**src/rtl/aes_ctrl_pkg.sv**
```systemverilog
// aes_ctrl_pkg
// Shared types and constants for the AES-128 round controller.
//   state_e : controller FSM states
//   op_e    : round-operation select codes driven to the datapath
//   NUM_ROUNDS, RK_W, KEXP_W : round count and field widths
// Used by aes_round_ctrl and aes_kexp_timer.
package aes_ctrl_pkg;

  localparam int NUM_ROUNDS = 10;
  localparam int RK_W       = 4;
  localparam int KEXP_W     = 8;

  localparam logic [RK_W-1:0] LAST_ROUND = RK_W'(NUM_ROUNDS);

  typedef enum logic [2:0] {
    ST_IDLE,
    ST_KEXP,
    ST_INIT,
    ST_SUB,
    ST_SHIFT,
    ST_MIX,
    ST_ARK,
    ST_DONE
  } state_e;

  typedef enum logic [1:0] {
    OP_SUB   = 2'd0,
    OP_SHIFT = 2'd1,
    OP_MIX   = 2'd2,
    OP_ARK   = 2'd3
  } op_e;

  // The timer is loaded with cycles-1 so that its zero flag is seen in the
  // last KEXP cycle, letting the FSM leave KEXP after exactly `cycles`
  // cycles. A zero request never enters KEXP, so its load value is unused.
  function automatic logic [KEXP_W-1:0] kexp_load_value(input int cycles);
    if (cycles == 0) begin
      return '0;
    end
    return KEXP_W'(cycles - 1);
  endfunction

endpackage

```
**src/rtl/aes_kexp_timer.sv**
```systemverilog
// aes_kexp_timer
// 8-bit down-counter that times the key-expansion wait.
//   Clk      : system clock
//   Reset    : asynchronous, active-high; clears the count
//   load     : load load_val into the counter (has priority over en)
//   load_val : value to load
//   en       : decrement by one per cycle; holds at zero
//   zero     : high while the count is zero
module aes_kexp_timer
  import aes_ctrl_pkg::*;
(
  input  logic              Clk,
  input  logic              Reset,
  input  logic              load,
  input  logic [KEXP_W-1:0] load_val,
  input  logic              en,
  output logic              zero
);

  logic [KEXP_W-1:0] count;

  always_ff @(posedge Clk or posedge Reset) begin
    if (Reset) begin
      count <= '0;
    end else if (load) begin
      count <= load_val;
    end else if (en && (count != '0)) begin
      count <= count - 1'b1;
    end
  end

  assign zero = (count == '0);

endmodule

```
**src/rtl/aes_round_ctrl.sv**
```systemverilog
// aes_round_ctrl
// Control FSM sequencing AES-128 over the shared 128-bit state register.
// Ports:
//   Clk, Reset : system clock; asynchronous active-high reset
//   start      : level request, sampled in IDLE and DONE
//   busy       : high in every state except IDLE and DONE
//   done       : high only in DONE
//   init_ld    : strobe for the register's message^rk0 initial load
//   state_ld   : strobe for the register's operation-result load
//   op_sel     : datapath op (0 SUB, 1 SHIFT, 2 MIX, 3 ARK)
//   rk_idx     : round-key index to the key schedule
//   decrypt    : (AES_CTRL_DECRYPT_EN only) direction, latched at start
//   inv        : (AES_CTRL_DECRYPT_EN only) latched decrypt
// Parameter KEXP_CYCLES (0..255) sets the key-expansion wait before INIT.
// Define AES_CTRL_DECRYPT_EN to add the inverse-cipher sequence.
// All outputs decode combinationally from registered state, so an
// asynchronous reset drops them immediately.
module aes_round_ctrl
  import aes_ctrl_pkg::*;
#(
  parameter int KEXP_CYCLES = 10
) (
  input  logic            Clk,
  input  logic            Reset,
  input  logic            start,
`ifdef AES_CTRL_DECRYPT_EN
  input  logic            decrypt,
  output logic            inv,
`endif
  output logic            busy,
  output logic            done,
  output logic            init_ld,
  output logic            state_ld,
  output logic [1:0]      op_sel,
  output logic [RK_W-1:0] rk_idx
);

  localparam logic [KEXP_W-1:0] KEXP_LOAD = kexp_load_value(KEXP_CYCLES);
  localparam bit                KEXP_SKIP = (KEXP_CYCLES == 0);

  state_e          state_q;
  state_e          state_d;
  logic [RK_W-1:0] round_q;
  logic [RK_W-1:0] round_d;
  logic [RK_W-1:0] rk_round;
  logic            timer_load;
  logic            timer_en;
  logic            timer_zero;
  logic            dec_mode;
  op_e             op_cur;

  aes_kexp_timer u_kexp_timer (
    .Clk      (Clk),
    .Reset    (Reset),
    .load     (timer_load),
    .load_val (KEXP_LOAD),
    .en       (timer_en),
    .zero     (timer_zero)
  );

`ifdef AES_CTRL_DECRYPT_EN
  logic dec_q;

  // Direction is captured on the accepting edge and held for the whole run,
  // so toggling decrypt while busy cannot corrupt a sequence.
  always_ff @(posedge Clk or posedge Reset) begin
    if (Reset) begin
      dec_q <= 1'b0;
    end else if ((state_q == ST_IDLE) && start) begin
      dec_q <= decrypt;
    end
  end

  assign dec_mode = dec_q;
  assign inv      = dec_q;
`else
  assign dec_mode = 1'b0;
`endif

  always_ff @(posedge Clk or posedge Reset) begin
    if (Reset) begin
      state_q <= ST_IDLE;
      round_q <= '0;
    end else begin
      state_q <= state_d;
      round_q <= round_d;
    end
  end

  // Next-state and round counter.
  // Encrypt rounds run SUB, SHIFT, MIX, ARK; the last round skips MIX and
  // the counter advances on ARK.
  // Decrypt rounds run SHIFT, SUB, ARK, MIX; the last round ends after ARK,
  // so the counter advances on MIX instead.
  always_comb begin
    state_d    = state_q;
    round_d    = round_q;
    timer_load = 1'b0;
    timer_en   = 1'b0;

    case (state_q)
      ST_IDLE: begin
        if (start) begin
          timer_load = 1'b1;
          state_d    = KEXP_SKIP ? ST_INIT : ST_KEXP;
        end
      end

      ST_KEXP: begin
        timer_en = 1'b1;
        if (timer_zero) begin
          state_d = ST_INIT;
        end
      end

      ST_INIT: begin
        round_d = RK_W'(1);
        state_d = dec_mode ? ST_SHIFT : ST_SUB;
      end

      ST_SUB: begin
        state_d = dec_mode ? ST_ARK : ST_SHIFT;
      end

      ST_SHIFT: begin
        if (dec_mode) begin
          state_d = ST_SUB;
        end else if (round_q == LAST_ROUND) begin
          state_d = ST_ARK;
        end else begin
          state_d = ST_MIX;
        end
      end

      ST_MIX: begin
        if (dec_mode) begin
          round_d = round_q + 1'b1;
          state_d = ST_SHIFT;
        end else begin
          state_d = ST_ARK;
        end
      end

      ST_ARK: begin
        if (round_q == LAST_ROUND) begin
          state_d = ST_DONE;
        end else if (dec_mode) begin
          state_d = ST_MIX;
        end else begin
          round_d = round_q + 1'b1;
          state_d = ST_SUB;
        end
      end

      ST_DONE: begin
        if (!start) begin
          state_d = ST_IDLE;
        end
      end

      default: begin
        state_d = ST_IDLE;
      end
    endcase
  end

  // Decrypt walks the key schedule backwards: round r uses key 10-r.
  assign rk_round = dec_mode ? (LAST_ROUND - round_q) : round_q;

  // Output decode from the registered state.
  always_comb begin
    busy     = 1'b0;
    done     = 1'b0;
    init_ld  = 1'b0;
    state_ld = 1'b0;
    op_cur   = OP_SUB;
    rk_idx   = '0;

    case (state_q)
      ST_KEXP: begin
        busy = 1'b1;
      end

      ST_INIT: begin
        busy    = 1'b1;
        init_ld = 1'b1;
        rk_idx  = dec_mode ? LAST_ROUND : '0;
      end

      ST_SUB: begin
        busy     = 1'b1;
        state_ld = 1'b1;
        op_cur   = OP_SUB;
        rk_idx   = rk_round;
      end

      ST_SHIFT: begin
        busy     = 1'b1;
        state_ld = 1'b1;
        op_cur   = OP_SHIFT;
        rk_idx   = rk_round;
      end

      ST_MIX: begin
        busy     = 1'b1;
        state_ld = 1'b1;
        op_cur   = OP_MIX;
        rk_idx   = rk_round;
      end

      ST_ARK: begin
        busy     = 1'b1;
        state_ld = 1'b1;
        op_cur   = OP_ARK;
        rk_idx   = rk_round;
      end

      ST_DONE: begin
        done = 1'b1;
      end

      default: begin
        busy = 1'b0;
      end
    endcase
  end

  assign op_sel = op_cur;

endmodule
```
**config.mk**
```make
export PLATFORM = sky130hd
export DESIGN_NAME = aes_round_ctrl
export DESIGN_NICKNAME = d
export VERILOG_FILES = /design/src/rtl/aes_ctrl_pkg.sv /design/src/rtl/aes_kexp_timer.sv /design/src/rtl/aes_round_ctrl.sv
export SDC_FILE = /design/constraint.sdc
export NUM_CORES = 1
export LEC_CHECK = 0
export CAP_MARGIN = 5
export CORE_MARGIN = 5
export CORE_UTILIZATION = 45
export CTS_CLUSTER_DIAMETER = 100
export DETAILED_ROUTE_END_ITERATION = 16
export PLACE_DENSITY = 0.67
export SLEW_MARGIN = 10
export SYNTH_ARGS = -nofsm -noshare
export SYNTH_HDL_FRONTEND = slang
export SYNTH_SLANG_ARGS = --single-unit
```
**constraint.sdc**
```tcl
create_clock -name Clk -period 2.51 [get_ports Clk]
set_clock_uncertainty 0.1 [all_clocks]
set_input_delay 0.251 -clock Clk [delete_from_list [all_inputs] [get_ports Clk]]
set_output_delay 0.251 -clock Clk [all_outputs]
set_load 0.01 [all_outputs]
```
Word-level counts from Yosys, hierarchy flattened
Cells that the tools add are included.
{"block": "op_classes", "muxes": 19, "reduce_logical": 10, "n_eq_ne": 12, "add_sub_neg": 2}
{"op": "one-hot mux 3 bit (8 select lines)", "n": 1}
{"op": "2-to-1 mux 8 bit", "n": 2}
{"op": "equality test 3 bit, second input constant", "n": 4}
{"op": "2-to-1 mux 3 bit", "n": 4}
{"op": "zero test 8 bit", "n": 1}
{"op": "2-to-1 mux 4 bit", "n": 2}
{"op": "!= test 2 bit, second input constant", "n": 4}
{"op": "one-hot mux 4 bit (2 select lines)", "n": 1}
{"op": "nonzero test 8 bit", "n": 1}
{"op": "subtractor 8 x 1 -> 8 bit, second input constant", "n": 1}
{"op": "2-to-1 mux 1 bit", "n": 7}
{"op": "equality test 3 x 2 -> 1 bit, second input constant", "n": 2}
{"op": "one-hot mux 2 bit (3 select lines)", "n": 1}
{"op": "OR reduction 6 bit", "n": 1}
{"op": "adder 4 x 1 -> 4 bit, second input constant", "n": 1}
{"op": "equality test 4 bit, second input constant", "n": 1}
{"op": "nonzero test 2 bit", "n": 2}
{"op": "OR reduction 4 bit", "n": 1}
{"op": "equality test 3 x 1 -> 1 bit, second input constant", "n": 1}
{"op": "zero test 3 bit", "n": 1}
{"op": "AND reduction 3 bit", "n": 1}
{"op": "2-to-1 mux 2 bit", "n": 1}
{"op": "AND reduction 2 bit", "n": 1}
{"op": "logical AND 1 bit", "n": 1}
{"block": "totals", "input_bits": 3, "elab_cells": 46, "regBits": 15, "output_inout_bits": 10}

Longest topological paths before layout
Gate-level depths: netlist (run 1).
{"block": "logic_depth", "word_depth": 5, "ltp_mapped": 5, "depth_no_buf": 5}

Hierarchy
Synthesis (run 1) repeated with hierarchy kept, for this count alone.
{"block": "unflattened", "hier_cells": 117, "hier_area_um2": 1016.0}
{"module": "aes_round_ctrl", "area_each_um2": 520.5, "n_inst": 1, "cells_per_inst": 64, "seq_area_each_um2": 175.2}
{"module": "aes_kexp_timer", "area_each_um2": 495.5, "n_inst": 1, "cells_per_inst": 53, "seq_area_each_um2": 200.2}

Worst setup path before layout (run 1)
No wires, ideal clock.
{"block": "synth_timing", "kind": "reg2reg", "startpoint": "register u_kexp_timer.count[2]", "endpoint": "register u_kexp_timer.count[6]", "path_buffers": 0, "t_arrival_ps": 1554, "setup_ps": 78, "required_ps": 2332, "path_slack_ps": 778, "stages_incl_launch_ff": 4, "period_less_slack_ps": 1732, "cell_sequence": "dfrtp_1 > or4_1 > or4_1 > a21oi_1"}
{"block": "synth_via", "elab_chain_len": 3, "elab_cells_between_ends": 6, "classes_between": "add/sub (1); mux (2); reduce/logical (3)"}
{"item": "from (decl)", "line_no": "aes_kexp_timer.sv:20", "source": "logic [KEXP_W-1:0] count;"}
{"item": "from (signal assigned)", "line_no": "aes_kexp_timer.sv:26", "source": "count <= load_val;"}
{"item": "from (signal assigned)", "line_no": "aes_kexp_timer.sv:28", "source": "count <= count - 1'b1;"}
{"item": "subtractor 8 x 1 -> 8 bit or nonzero test 8 bit (tied branches)", "line_no": "aes_kexp_timer.sv:28, aes_kexp_timer.sv:27"}
{"item": "2-to-1 mux 8 bit or logical AND 1 bit (tied branches)", "line_no": "aes_kexp_timer.sv:27", "source": "end else if (en && (count != '0)) begin"}
{"item": "2-to-1 mux 8 bit or nonzero test 2 bit (tied branches)"}
Parallel ways exist; a longest one is shown, timed or not. The select of a mux whose other input is x is not followed.
A chain may end at the register's enable or synchronous reset.

Worst setup path after layout (run 1)
{"block": "layout_timing", "startpoint": "register state_q[2]", "endpoint": "output rk_idx[1]"}
{"block": "layout_via", "elab_chain_len": 3, "elab_cells_between_ends": 6, "classes_between": "eq/ne (4); mux (1); reduce/logical (1)"}
{"item": "from (decl)", "line_no": "aes_round_ctrl.sv:41", "source": "state_e state_q;"}
{"item": "from (signal assigned)", "line_no": "aes_round_ctrl.sv:85", "source": "state_q <= state_d;"}
{"item": "equality test 3 bit or equality test 3 x 2 -> 1 bit (tied branches)", "line_no": "aes_round_ctrl.sv:179", "source": "case (state_q)"}
{"item": "OR reduction 4 bit (no line) *"}
{"item": "2-to-1 mux 4 bit *", "line_no": "aes_round_ctrl.sv:179"}
{"item": "to (decl)", "line_no": "aes_round_ctrl.sv:35", "source": "output logic [RK_W-1:0] rk_idx"}
Every way passes the cells marked *; elsewhere a longest branch is shown, timed or not.

==> summary.txt, run 1 <==
Hold path
  • Worst min path class: in2async

Timing
  • Setup TNS: 0 ns
  • Upper clock frequency limit: 431 MHz
  • Fin crit share: 92.4%
  • Minimum clock period: 2.32 ns
  • Slew Limit Fails: 0
  • RSZ-0062 raised after global routing: false
  • Worst-Margin Slew: 0.674 ns
  • Relative slew slack: 54.7%
  • Final setup violation count: 0
  • Final Hold Fails: 0

CTS
  • Setup bufs post-CTS: 0
  • TritonCTS clock tree: done
  • H-tree depth: 1
  • Clock Tree Root: clkbuf_4
  • Clock buffer count from CTS: 3
  • Maximum clock path buffer count: 2
  • Worst skew pair latency: 0.28 ns
  • Clk slew on worst S/H paths: ~0.09 ns
  • Sink Count: 15

Die
  • Chip width: roughly 57 um
  • Die Y-Extent: 56.8 um
  • Placement row count: 17
  • I/O pin cnt: 13
  • Die area: approximately 0.0032 sq mm
  • Initial Utilization: 45.8%
  • Area of the core: 0.00215 sq mm

Global route
  • Largest net degree at the start of global routing: 23
  • Met3 GRT Util: around 2.8%
  • Vias in the first global route: 821
  • Total GRT Usage: 14.0%
  • Busiest grt layer: met2
  • Global route overflow: 0
  • Met1 usage: between 10% and 20%
  • Met2 GRT Util: 22.9%
  • Initial antenna violation count: 0
  • First-pass GRT wire length: 3590 um

Worst setup path
  • Crit-path max cell delay: 0.73 ns
  • Startpoint Class: register
  • Worst Path Arrival: ~2 ns
  • Cell Chain, Critical Path: xor2_1 > nor2b_1 > clkdlybuf4s50_1
  • Slowest-stage cell, CP: dfrtp_1
  • Crit Path Class: reg2out
  • Data required time of the worst path: 2.16 ns
  • Worst Setup End Kind: output pin
  • Worst-path fanout max: 22

Logic synthesis
  • Synth Area in Compound Gates: around 18%
  • XOR/XNOR Fraction of Synth Area: less than 1%
  • Sequential element share of the synthesized area: 38.1%
  • Library cells used by synthesis: between 40 and 50
  • Syn Area/Cell: 9.20 sq um
  • Cells after synthesis: 107
  • Post-Synth Adder-Cell Area: 5.08%
  • Multiplexer share of the synthesized area: 5.08%
  • Synthesized area: 985 sq um
  • Synthesized net count: 114
  • Synth Flop Type: dfrtp_1
  • Main combinational cell family by area after synthesis: simple AND/OR/NAND/NOR gates
  • Synth Area in Simple Gates: 29.0%
  • Async S/R FF share, synth: between 90% and 100%
  • Number of synthesized flops with an enable pin: 0
  • Yosys warns: 0
  • Register bit total from synthesis: 15

Routing
  • DRT iter0 DRCs: 8
  • Antenna Violating Nets Remaining: 0
  • Post-route DRC: 0
  • Via/cell ratio: between 5 and 6
  • Wire per inst: 14.1 um
  • Routed via count: 838
  • Post-Route WL: 2090 um
  • DRT Pass-1 Iters: 4

Run
  • Max-cap check violation count: 0

Pwr
  • Leakage: 0.497 nW
  • PwrDens: 1170 mW/mm^2
  • Power, Total: around 1.4 mW
  • VDD IR max: 0.664 mV

Placed design
  • Port buffer count: 12
  • Hpwl dp: roughly 1500 um
  • Routability cong.: roughly 0.75
  • Placed Area: 0.00114 sq mm

Layout
  • # diodes: 0
  • Fin nets: 128
  • Synth-to-Final Area Change: 18.3%
  • Share of cells above drive strength 1: a little over a tenth
  • Final Cell Area: 0.00116 sq mm

Run status
  • Run status: finished clean
==> power by group <==
part           leakage, nW  switching (mW)  internal (mW)
combinational        0.295           0.332          0.395
sequential           0.187           0.175          0.328
clock               0.0150          0.0771         0.0616
==> repair_timing <==
item	CTS	global route
hold buffers	0	0
resized for setup	0	1
endpoints found under the setup margin	0	1
==> metrics by stage <==
stage	setup slack [ns]	hold WS, ns	instances	util, %
floorplan	0.778	0.0525	107	-
finish	0.192	0.219	148	54.2
global placement	0.496	0.419	144	52.9
CTS	0.120	0.233	148	54.1
detailed placement	0.447	0.423	144	52.9
global route	0.0104	0.266	148	54.2
==> critical path, delay by kind of cell (launching register included) <==
kind,cells,cell delay (ns)
simple gates,1,0.16
buf+inv,1,0.55
xor+xnor,1,0.24
flops,1,0.73
==> cell usage after synthesis, types with 2 or more instances <==
cell | instances | area (sq um)
a21bo_2 | 2 | 20.0
dfrtp_1 | 15 | 375
mux2i_1 | 5 | 50.1
nand2_1 | 8 | 30.0
inv_1 | 6 | 22.5
a21oi_1 | 7 | 35.0
nor2b_1 | 4 | 25.0
and3_1 | 2 | 12.5
or4_1 | 2 | 15.0
nand3b_1 | 2 | 15.0
ha_1 | 4 | 50.1
clkbuf_1 | 5 | 18.8
nand2b_1 | 2 | 12.5
nor4_1 | 2 | 12.5
nor2_1 | 9 | 33.8
o21ai_0 | 4 | 20.0
o31ai_1 | 3 | 22.5
nor4b_1 | 2 | 17.5
==> per-layer routing <==
layer	wire, um	part of all wire, %
met3	38	1.8
met4	16	0.76
met2	1030	49
met5	0	0
met1	1000	48
==> flip-flops by register name (all words and copies together) (netlist names) <==
signal and flops:
state_q 3, rk_round 4, u_kexp_timer.count 8
==> placed cells by master, fill, tap and decap left out, types with 2 or more instances in the layout <==
| cell type | n |
|---|---|
| or4_1 | 2 |
| and3_1 | 2 |
| dfrtp_1 | 15 |
| inv_1 | 6 |
| a21bo_2 | 2 |
| nand3b_1 | 2 |
| nor4b_1 | 2 |
| ha_1 | 4 |
| o31ai_1 | 3 |
| nor2b_1 | 4 |
| a21oi_1 | 7 |
| buf_4 | 2 |
| mux2i_1 | 5 |
| clkdlybuf4s50_1 | 12 |
| nor2_1 | 9 |
| clkbuf_4 | 3 |
| nor4_1 | 2 |
| nand2_1 | 8 |
| o21ai_0 | 4 |
==> cell type report <==
class	count	area, sq um
Multi-Input combinational cell	81	571
Timing Repair Buffer	14	135
Fill cell	194	983
Inverter	6	22.5
Clock buffer	4	26.3
Sequential cell	15	375
Tap cell	28	35.0
==> final timing paths <==
path                                              startpoint                                 to  slack [ns]  cells past startpoint
setup / recovery                      state_q[2]$_DFFE_PP0P_                          rk_idx[1]        0.19                      3
hold / removal                                         Reset            rk_round[2]$_DFFE_PP0P_        0.22                      2
setup reg to reg                      state_q[2]$_DFFE_PP0P_  u_kexp_timer.count[4]$_DFFE_PP0P_        0.55                      3
hold reg to reg            u_kexp_timer.count[0]$_DFFE_PP0P_  u_kexp_timer.count[0]$_DFFE_PP0P_        0.44                      1
max in group asynchronous                              Reset  u_kexp_timer.count[1]$_DFFE_PP0P_        1.71                      2
min in group Clk           u_kexp_timer.count[0]$_DFFE_PP0P_  u_kexp_timer.count[0]$_DFFE_PP0P_        0.44                      1
==> kinds of logic after synthesis <==
kind of cell | count (synthesis)
AOI/OAI and AO/OA | 25
muxes | 5
buffers and inverters | 11
xor gates and xnor gates | 1
and+or+nand+nor | 46
DFF | 15
adders and majority gates | 4
Note: power is estimated with default switching activity, not from simulation.
==> inputs of run 2 (changes only) <==
--- a/config.mk
+++ b/config.mk
@@ -6,11 +6,13 @@
 export NUM_CORES = 1
 export LEC_CHECK = 0
 export CAP_MARGIN = 5
+export CELL_PAD_IN_SITES_DETAIL_PLACEMENT = 0
+export CELL_PAD_IN_SITES_GLOBAL_PLACEMENT = 1
 export CORE_MARGIN = 5
-export CORE_UTILIZATION = 45
+export CORE_UTILIZATION = 41
 export CTS_CLUSTER_DIAMETER = 100
 export DETAILED_ROUTE_END_ITERATION = 16
-export PLACE_DENSITY = 0.67
+export PLACE_DENSITY_LB_ADDON = 0.1
 export SLEW_MARGIN = 10
 export SYNTH_ARGS = -nofsm -noshare
 export SYNTH_HDL_FRONTEND = slang
==> summary.txt, run 2 (synthesis gave the netlist of run 1 again) <==
Run status
  • Run status: finished clean

Routing
  • Wire per inst: 14.8 um (+4.8%)
  • DRT iter0 DRCs: 47 (+39)
  • DRT Pass-1 Iters: 4 (unchanged)
  • Post-route DRC: 0 (unchanged)
  • Routed via count: 833 (-0.60%)
  • Via/cell ratio: 5.59 (-1.3%)
  • Antenna Violating Nets Remaining: 0 (unchanged)
  • Post-Route WL: 2210 um (+5.5%)

Layout
  • Synth-to-Final Area Change: 18.9%
  • # diodes: 0 (unchanged)
  • Final Cell Area: 0.00117 sq mm (+0.54%)
  • Commonest non-fill, non-tap cell in the layout: dfrtp_1
  • Post-route insts no fill: 149 (+0.68%)
  • Commonest cells after routing, fill and taps aside: dfrtp_1 (14), clkdlybuf4s50_1 (12), nor2_1 (9), nand2_1 (8), a21oi_1 (7)
  • Fin nets: 129 (+0.78%)
  • Largest register FFs: 8 (unchanged)
  • Share of cells above drive strength 1: 11.6% (+0.74 points)
  • Final-layout fill cell count: 225 (+16%)
  • Largest Register: u_kexp_timer.count

Worst setup path
  • Worst Setup End Kind: output pin
  • CP Capture Point: op_sel[1]
  • Worst R2R End: u_kexp_timer.count[4]$_DFFE_PP0P_
  • Slowest-stage cell, CP: dfrtp_1
  • Cell family with most CP delay: flip-flops
  • Crit Path Class: reg2out
  • Bufs and invs on worst path: 1 (unchanged)
  • Reg2reg start: u_kexp_timer.count[0]$_DFFE_PP0P_
  • Worst-path fanout max: 14 (-36%)
  • Crit-path max cell delay: 0.59 ns (-0.14 ns)
  • Worst Path Arrival: 1.95 ns (-0.02 ns)
  • Cell Chain, Critical Path: nand2b_1 > a21boi_0 > clkdlybuf4s50_1
  • Startpoint Class: register
  • Reg2reg path depth: 6 (+3)
  • Critical path depth: 3 (unchanged)
  • Crit path from: state_q[1]$_DFFE_PP0P_
  • Data required time of the worst path: 2.16 ns (about the same)
  • Reg-to-reg slack, setup: 0.56 ns (about the same)

Die
  • Die area: 0.00348 sq mm (+8.0%)
  • Initial Utilization: 43.7% (-2.2 points)
  • Die Y-Extent: 59.0 um (+3.9%)
  • Chip width: 59.0 um (+3.9%)
  • I/O pin cnt: 13 (unchanged)
  • Placement row count: 17 (unchanged)
  • Area of the core: 0.00225 sq mm (+5.0%)

Placed design
  • Hpwl dp: 1590 um (+3.1%)
  • Placed Cells: 145 (+0.69%)
  • Routability cong.: 0.794 (+6.0%)
  • Placed Area: 0.00114 sq mm (+0.66%)
  • Port buffer count: 12 (unchanged)

Timing
  • Final setup violation count: 0 (unchanged)
  • RSZ-0062 raised after global routing: false
  • Slew Limit Fails: 0 (unchanged)
  • Setup TNS: 0 ns (unchanged)
  • Relative slew slack: 50.3% (-4.4 points)
  • Worst-Margin Slew: 0.739 ns (+0.0657 ns)
  • Minimum clock period: 2.30 ns (-0.0181 ns)
  • Final Hold Fails: 0 (unchanged)
  • Upper clock frequency limit: 435 MHz (+0.79%)
  • Fin crit share: 91.6% (-0.72 points)

CTS
  • Maximum clock path buffer count: 2 (unchanged)
  • H-tree depth: 1 (unchanged)
  • Sink Count: 15 (unchanged)
  • Worst skew pair latency: 0.29 ns (about the same)
  • TritonCTS clock tree: done
  • Clock Tree Root: clkbuf_4
  • Clock buffer count from CTS: 3 (unchanged)
  • Setup bufs post-CTS: 0 (unchanged)
  • Clk slew on worst S/H paths: 0.09 ns (about the same)

Pwr
  • VDD IR max: 0.689 mV (+3.8%)
  • Power, Total: 1.39 mW (+1.9%)
  • PwrDens: 1190 mW/mm^2 (+1.3%)
  • Leakage: 0.500 nW (+0.66%)

Global route
  • Initial antenna violation count: 0 (unchanged)
  • Total GRT Usage: 14.3% (+0.26 points)
  • First-pass GRT wire length: 3820 um (+6.5%)
  • Largest net degree at the start of global routing: 23 (unchanged)
  • Global route overflow: 0 (unchanged)
  • Vias in the first global route: 815 (-0.73%)

Run
  • Max-cap check violation count: 0 (unchanged)

Hold path
  • Worst min path class: in2async
## run 2: cell count changes in the layout (fill, tap and decap cells not counted), sizes merged
cell | before | now
buf | 2 | 3
## run 2: how the worst min path moves through the flow
| stage | start | to | slack, ns | depth (start not counted) |
|---|---|---|---|---|
| after floorplan | Reset | rk_round[0]$_DFFE_PP0P_ | 0.05 | 1 |
| after global placement | u_kexp_timer.count[4]$_DFFE_PP0P_ | u_kexp_timer.count[4]$_DFFE_PP0P_ | 0.42 | 1 |
| after detailed placement | u_kexp_timer.count[0]$_DFFE_PP0P_ | u_kexp_timer.count[0]$_DFFE_PP0P_ | 0.43 | 1 |
| after CTS | Reset | rk_round[1]$_DFFE_PP0P_ | 0.25 | 2 |
| after global routing | Reset | rk_round[1]$_DFFE_PP0P_ | 0.29 | 2 |
| final | Reset | u_kexp_timer.count[6]$_DFFE_PP0P_ | 0.23 | 2 |
## run 2: worst reg2reg max path, cell delays in order, from the launching register on
cell	delay, ns
dfrtp_1	0.42
inv_1	0.08
ha_1	0.21
nor3b_1	0.14
buf_4	0.15
a2111oi_0	0.53
mux2i_1	0.24
## run 2: per-layer routing
layer	track usage (%)	up-vias	part of all wire, %
li1	-	423	-
met1	20.2	394	49
met2	21.8	14	47
met3	4.58	2	2.9
met4	1.94	0	0.54
met5	0	-	0
## run 2: metrics by stage
step,utilization [%],worst slack [ns],hold WS [ns]
floorplan,-,0.778,0.0525
global placement,50.7,0.493,0.416
detailed placement,50.7,0.449,0.430
CTS,51.9,0.114,0.247
global route,51.9,0.0280,0.292
finish,51.9,0.210,0.234
## run 2: final cells by class
class,count,area (sq um),share of cell area (%)
repair buffers,15,143,12.2
multi-input cells,81,568,48.5
inverters,6,22.5,1.92
well taps,28,35.0,2.99
flip-flops and latches,15,377,32.2
clock buffers,4,26.3,2.24
## run 2: what timing repair did
action                                  CTS  global route
resized for setup                         0             1
endpoints found under the setup margin    0             5
hold buffers                              0             0
## run 2: power breakdown
part	total, mW	switching (mW)	internal [mW]
Clock	0.144	0.0824	0.0618
Sequential	0.494	0.164	0.330
Combinational	0.756	0.355	0.401
